## config.mk

```make
export PLATFORM = sky130hd
export DESIGN_NAME = uart_cmd_parser
export DESIGN_NICKNAME = d
export VERILOG_FILES = /design/src/rtl/uart_cmd_parser.sv
export SDC_FILE = /design/constraint.sdc
export NUM_CORES = 1
export LEC_CHECK = 0
export CAP_MARGIN = 0
export CORE_ASPECT_RATIO = 1.5
export CORE_MARGIN = 2
export CORE_UTILIZATION = 55
export CTS_CLUSTER_SIZE = 28
export DETAILED_ROUTE_END_ITERATION = 8
export DONT_BUFFER_PORTS = 1
export PLACE_DENSITY_LB_ADDON = 0.2
export SETUP_SLACK_MARGIN = 0.2
export SKIP_CTS_REPAIR_TIMING = 1
export SLEW_MARGIN = 5
export SYNTH_ARGS = -nofsm -noshare
export SYNTH_HDL_FRONTEND = slang
export SYNTH_SLANG_ARGS = --single-unit
```

## constraint.sdc

```tcl
create_clock -name sys_clk -period 7.7 [get_ports sys_clk]
set_input_delay 1.155 -clock sys_clk [delete_from_list [all_inputs] [get_ports sys_clk]]
set_output_delay 1.155 -clock sys_clk [all_outputs]
set_load 0.02 [all_outputs]
```

## src/rtl/uart_cmd_parser.sv

```systemverilog
// -----------------------------------------------------------------------------
// uart_cmd_parser
//
// Frame controller placed behind a UART receiver. It accepts a stream of bytes,
// each marked by a one-cycle rx_flag pulse, and assembles them into a fixed
// four-byte command frame:
//
//     HEADER, ADDR, DATA, CHK      with CHK == (ADDR + DATA) mod 256
//
// For a frame with a good checksum it issues one single-cycle register write.
// A bad checksum produces a one-cycle frame_err pulse. If the line goes quiet
// for TO_CNT cycles in the middle of a frame, the frame is dropped and a
// one-cycle timeout_err pulse is produced.
//
// Ports:
//   sys_clk      in   1   system clock, rising edge
//   sys_rst      in   1   asynchronous reset, active high
//   rx_data      in   8   received byte, qualified by rx_flag
//   rx_flag      in   1   one-cycle byte-valid pulse
//   wr_en        out  1   one-cycle register-write strobe
//   wr_addr      out  8   write address, held until the next write
//   wr_data      out  8   write data, held until the next write
//   frame_err    out  1   one-cycle pulse on checksum mismatch
//   timeout_err  out  1   one-cycle pulse on inter-byte timeout
//   busy         out  1   high while a frame is in progress
//   good_cnt     out 16   number of accepted frames, wraps modulo 2^16
// -----------------------------------------------------------------------------
module uart_cmd_parser #(
    parameter int unsigned CLK_FREQ      = 50_000_000,
    parameter int unsigned UART_BPS      = 921_600,
    parameter logic [7:0]  HEADER        = 8'h55,
    parameter int unsigned TIMEOUT_BYTES = 4
) (
    input  logic        sys_clk,
    input  logic        sys_rst,
    input  logic [7:0]  rx_data,
    input  logic        rx_flag,
    output logic        wr_en,
    output logic [7:0]  wr_addr,
    output logic [7:0]  wr_data,
    output logic        frame_err,
    output logic        timeout_err,
    output logic        busy,
    output logic [15:0] good_cnt
);

    // One UART byte is 10 bit times (start + 8 data + stop).
    localparam int unsigned TO_CNT  = TIMEOUT_BYTES * 10 * (CLK_FREQ / UART_BPS);
    localparam int unsigned TO_W    = $clog2(TO_CNT + 1);
    localparam logic [TO_W-1:0] TO_LAST = TO_W'(TO_CNT - 1);

    typedef enum logic [1:0] {
        IDLE   = 2'd0,
        S_ADDR = 2'd1,
        S_DATA = 2'd2,
        S_CHK  = 2'd3
    } state_t;

    state_t          state_q,       state_d;
    logic [TO_W-1:0] to_cnt_q,      to_cnt_d;
    logic [7:0]      addr_q,        addr_d;
    logic [7:0]      data_q,        data_d;
    logic            wr_en_q,       wr_en_d;
    logic [7:0]      wr_addr_q,     wr_addr_d;
    logic [7:0]      wr_data_q,     wr_data_d;
    logic            frame_err_q,   frame_err_d;
    logic            timeout_err_q, timeout_err_d;
    logic            busy_q,        busy_d;
    logic [15:0]     good_cnt_q,    good_cnt_d;

    // 8-bit checksum; the carry out of the addition is deliberately dropped.
    logic [7:0] chk_sum;
    assign chk_sum = addr_q + data_q;

    // -------------------------------------------------------------------------
    // Next-state and output decode
    // -------------------------------------------------------------------------
    always_comb begin
        // NOTE: every signal gets a default before any branch, so no path
        // through this block can leave a value unassigned and infer a latch.
        state_d       = state_q;
        to_cnt_d      = to_cnt_q;
        addr_d        = addr_q;
        data_d        = data_q;
        wr_en_d       = 1'b0;
        wr_addr_d     = wr_addr_q;
        wr_data_d     = wr_data_q;
        frame_err_d   = 1'b0;
        timeout_err_d = 1'b0;
        good_cnt_d    = good_cnt_q;

        // The inter-byte timer only advances while a frame is open.
        if (state_q != IDLE) begin
            to_cnt_d = to_cnt_q + TO_W'(1);
        end

        if (rx_flag) begin
            // A byte always restarts the timer, even on the terminal count,
            // so a byte arriving exactly at the limit is accepted.
            to_cnt_d = '0;
            case (state_q)
                IDLE: begin
                    // Anything other than the header is line noise; drop it.
                    if (rx_data == HEADER) begin
                        state_d = S_ADDR;
                    end
                end
                // A header value inside a frame is just payload.
                S_ADDR: begin
                    addr_d  = rx_data;
                    state_d = S_DATA;
                end
                S_DATA: begin
                    data_d  = rx_data;
                    state_d = S_CHK;
                end
                S_CHK: begin
                    state_d = IDLE;
                    if (rx_data == chk_sum) begin
                        wr_en_d    = 1'b1;
                        wr_addr_d  = addr_q;
                        wr_data_d  = data_q;
                        good_cnt_d = good_cnt_q + 16'd1;
                    end else begin
                        frame_err_d = 1'b1;
                    end
                end
                default: begin
                    state_d = IDLE;
                end
            endcase
        end else if ((state_q != IDLE) && (to_cnt_q == TO_LAST)) begin
            state_d       = IDLE;
            to_cnt_d      = '0;
            timeout_err_d = 1'b1;
        end

        // busy is registered from the next state so it lines up with state_q.
        busy_d = (state_d != IDLE);
    end

    // -------------------------------------------------------------------------
    // State and output registers
    // -------------------------------------------------------------------------
    always_ff @(posedge sys_clk or posedge sys_rst) begin
        if (sys_rst) begin
            state_q       <= IDLE;
            to_cnt_q      <= '0;
            addr_q        <= 8'h00;
            data_q        <= 8'h00;
            wr_en_q       <= 1'b0;
            wr_addr_q     <= 8'h00;
            wr_data_q     <= 8'h00;
            frame_err_q   <= 1'b0;
            timeout_err_q <= 1'b0;
            busy_q        <= 1'b0;
            good_cnt_q    <= 16'h0000;
        end else begin
            // NOTE: non-blocking assignments here so every register samples
            // the values computed from the same clock edge.
            state_q       <= state_d;
            to_cnt_q      <= to_cnt_d;
            addr_q        <= addr_d;
            data_q        <= data_d;
            wr_en_q       <= wr_en_d;
            wr_addr_q     <= wr_addr_d;
            wr_data_q     <= wr_data_d;
            frame_err_q   <= frame_err_d;
            timeout_err_q <= timeout_err_d;
            busy_q        <= busy_d;
            good_cnt_q    <= good_cnt_d;
        end
    end

    assign wr_en       = wr_en_q;
    assign wr_addr     = wr_addr_q;
    assign wr_data     = wr_data_q;
    assign frame_err   = frame_err_q;
    assign timeout_err = timeout_err_q;
    assign busy        = busy_q;
    assign good_cnt    = good_cnt_q;

endmodule

```

==> metrics.txt <==
hold path endpoint=data_q[4]$_DFFE_PP0P_; synthesized area=3320 sq um; full die area=6680 sq um; largest net degree at the start of global routing=38; syn avg cell area=11.5 sq um; register area share after synthesis=49.8%; Top FF cell, synth=dfrtp_1; Yosys warnings=0; Final Cycle Share=41.9%; RSZ-0062 raised after global routing=no; DRC viols=0; DR WL/cell=16.8 um; filler cell count=472; WL final=6230 um; min-delay src=data_q[4]$_DFFE_PP0P_; hold crit path type=reg -> reg; vias in the first global route=~2200; reg2reg setup slack=roughly 4.5 ns; final core occ=61.9%; CTS Buf Count=9; unique cell type count in the Yosys netlist=40; Slew @ Worst Pin=just under 0.7 ns; R2R Path Start=addr_q[2]$_DFFE_PP0P_; #FFs+latches synth=66; reg2reg path depth=8; asr flop ratio synth=100%; CTS root buf=clkbuf_8; fraction of layout cells with a size suffix above 1=18.5%; RePlAce Congestion=0.789; Max Slew Vio Count=0; Fin Clk Skew=0.00915 ns; final setup vio count=0; 1st-pass router iterations=4; worst hold path cell count=1; peak supply drop=248 uV; PD cells=366 nW/um^2; n_diodes=0; CTS max path bufs=2; run status=completed; EDFF count, synth=0; IO Pins=between 40 and 50; first-pass GRT wire length=around 11000 um; max_slew headroom=between 50% and 60%; critical path type=reg -> reg; vias=between 2000 and 2500; leakage=0.00173 uW; Worst Setup SP=addr_q[2]$_DFFE_PP0P_; GR Overflow Total=0; total global-route track usage=21.5%; clk sinks=66; CP Capture Type=flip-flop; Syn Nets=314; Core ar.=around 5800 sq um; htree depth=3; nets=320; MaxCap Viol Count=0; critical path data arrival time=3.45 ns; CP Data Required Time=approximately 7.9 ns; Final Critical Period=3.23 ns; initial antenna violation count=0; Clk pin slew, worst setup/hold paths=0.06 ns; PortBufs=0; Die H=99.1 um; Critical Path Fanout Max=18; Worst Setup Start Kind=flip-flop; fmax=310 MHz; Iteration-0 DRC Markers=~110; Hold Fails Final Rpt=0; Site Rows=34; detailed placer's ending HPWL=4430 um; Final ANT Viol Nets=0; post-synthesis cell count=between 200 and 300; Worst-Skew Late Latency=0.35 ns; area grow syn2layout=8.75%; Setup TNS=0 ns; TritonCTS clock tree=done; Critical R2R Capture=wr_data[4]$_DFFE_PP0P_; starting density of the core=56.9%; chip width=67.4 um; Via density=5.86
==> worst max path at each step <==
stage | end | slack [ns]
global placement | wr_data[7]$_DFFE_PP0P_ | 4.61
detailed placement | wr_addr[0]$_DFFE_PP0P_ | 4.56
finish | wr_data[4]$_DFFE_PP0P_ | 4.47
floorplan | good_cnt[1]$_DFFE_PP0P_ | 4.80
global route | wr_data[7]$_DFFE_PP0P_ | 4.30
CTS | wr_data[4]$_DFFE_PP0P_ | 4.51
==> synth_stat cells, types with 2 or more instances <==
master | n | area (sq um)
dfrtp_1 | 66 | 1650
mux2_2 | 33 | 372
xor2_1 | 24 | 210
nand2_1 | 22 | 82.6
ha_1 | 14 | 175
nor4_1 | 14 | 87.6
nor2_1 | 13 | 48.8
xnor2_1 | 12 | 105
a21oi_1 | 9 | 45.0
and3_1 | 9 | 56.3
nand4_1 | 9 | 56.3
and2_1 | 6 | 37.5
clkbuf_1 | 6 | 22.5
nand3_1 | 6 | 30.0
o21ai_0 | 6 | 30.0
inv_1 | 5 | 18.8
nor3_1 | 4 | 20.0
nor4bb_1 | 3 | 30.0
or3_1 | 3 | 18.8
a211oi_2 | 2 | 25.0
a21o_1 | 2 | 15.0
nor2b_1 | 2 | 12.5
==> layout by cell type (no fill, tap or decap), types with 2 or more instances in the layout <==
cell type and count:
dfrtp_1 66, nor3_1 4, or3_1 3, nor2_1 13, nand4_1 9, and3_1 9
bufinv_16 2, nor2b_1 2, and2_1 6, a21oi_1 9, nor4bb_1 3, nand2_1 22
a211oi_2 2, a21o_1 2, o21ai_0 6, xnor2_1 12, nand3_1 6, clkbuf_8 11
nor4_1 14, mux2_2 33, buf_4 2, ha_1 14, xor2_1 24, clkbuf_1 2
inv_1 4
==> worst max-delay path: stages (launching register included) <==
cell and delay (ns):
dfrtp_1 0.40, ha_1 0.40, and3_1 0.22, a221oi_1 0.38, xnor2_1 0.19, nand3_1 0.51
nor4_4 0.31, buf_4 0.31, mux2_2 0.37
==> layer usage <==
metal	track usage (%)	vias up	part of all wire [%]
met5	0	-	0
li1	-	1040	-
met2	33.1	54	51
met4	10.2	0	2.0
met1	27.6	1065	42
met3	6.22	11	5.7
==> metrics by stage <==
stage	total power [uW]	setup WS, ns	cells	hold slack, ns	area [sq um]
after detailed placement	996	4.56	355	0.524	3390
after global routing	1410	4.30	370	0.560	3610
after global placement	987	4.61	355	0.513	3390
after CTS	1320	4.51	370	0.537	3610
after floorplan	907	4.80	288	0.497	3320
final	1320	4.47	370	0.534	3610
==> area by class of cell <==
type / instances / area (sq um) / share of cell area [%]
Timing Repair Buffer: 2 / 15.0 / 0.416
Tap cell: 72 / 90.1 / 2.50
Sequential cell: 66 / 1650 / 45.8
Inverter: 5 / 18.8 / 0.520
Clock inverter: 2 / 60.1 / 1.66
Clock buffer: 13 / 159 / 4.40
Multi-Input combinational cell: 210 / 1610 / 44.7
==> flip-flops by register name, indices dropped and copies added (netlist names), 2 cells and up <==
| name | cells |
|---|---|
| good_cnt | 16 |
| to_cnt_q | 12 |
| addr_q | 8 |
| data_q | 8 |
| wr_addr | 8 |
| wr_data | 8 |
| state_q | 2 |
==> kinds of logic (layout without fill, tap and decap cells) <==
family,Yosys count,in the layout,synth area share (%)
flip-flops,66,66,49.8
AND/OR/NAND/NOR,99,99,16.7
buffers and inverters,12,22,1.58
multiplexers,33,33,11.2
adder cells (fa/ha/maj),15,15,5.88
XOR/XNOR,36,36,9.50
AO/OA/AOI/OAI,27,27,5.32
==> report_power, final <==
group	internal [uW]	total (uW)	switching [uW]
Combinational	208	531	323
Sequential	406	466	59.7
Clock	199	322	124
Power figures use the tool's default switching activity.
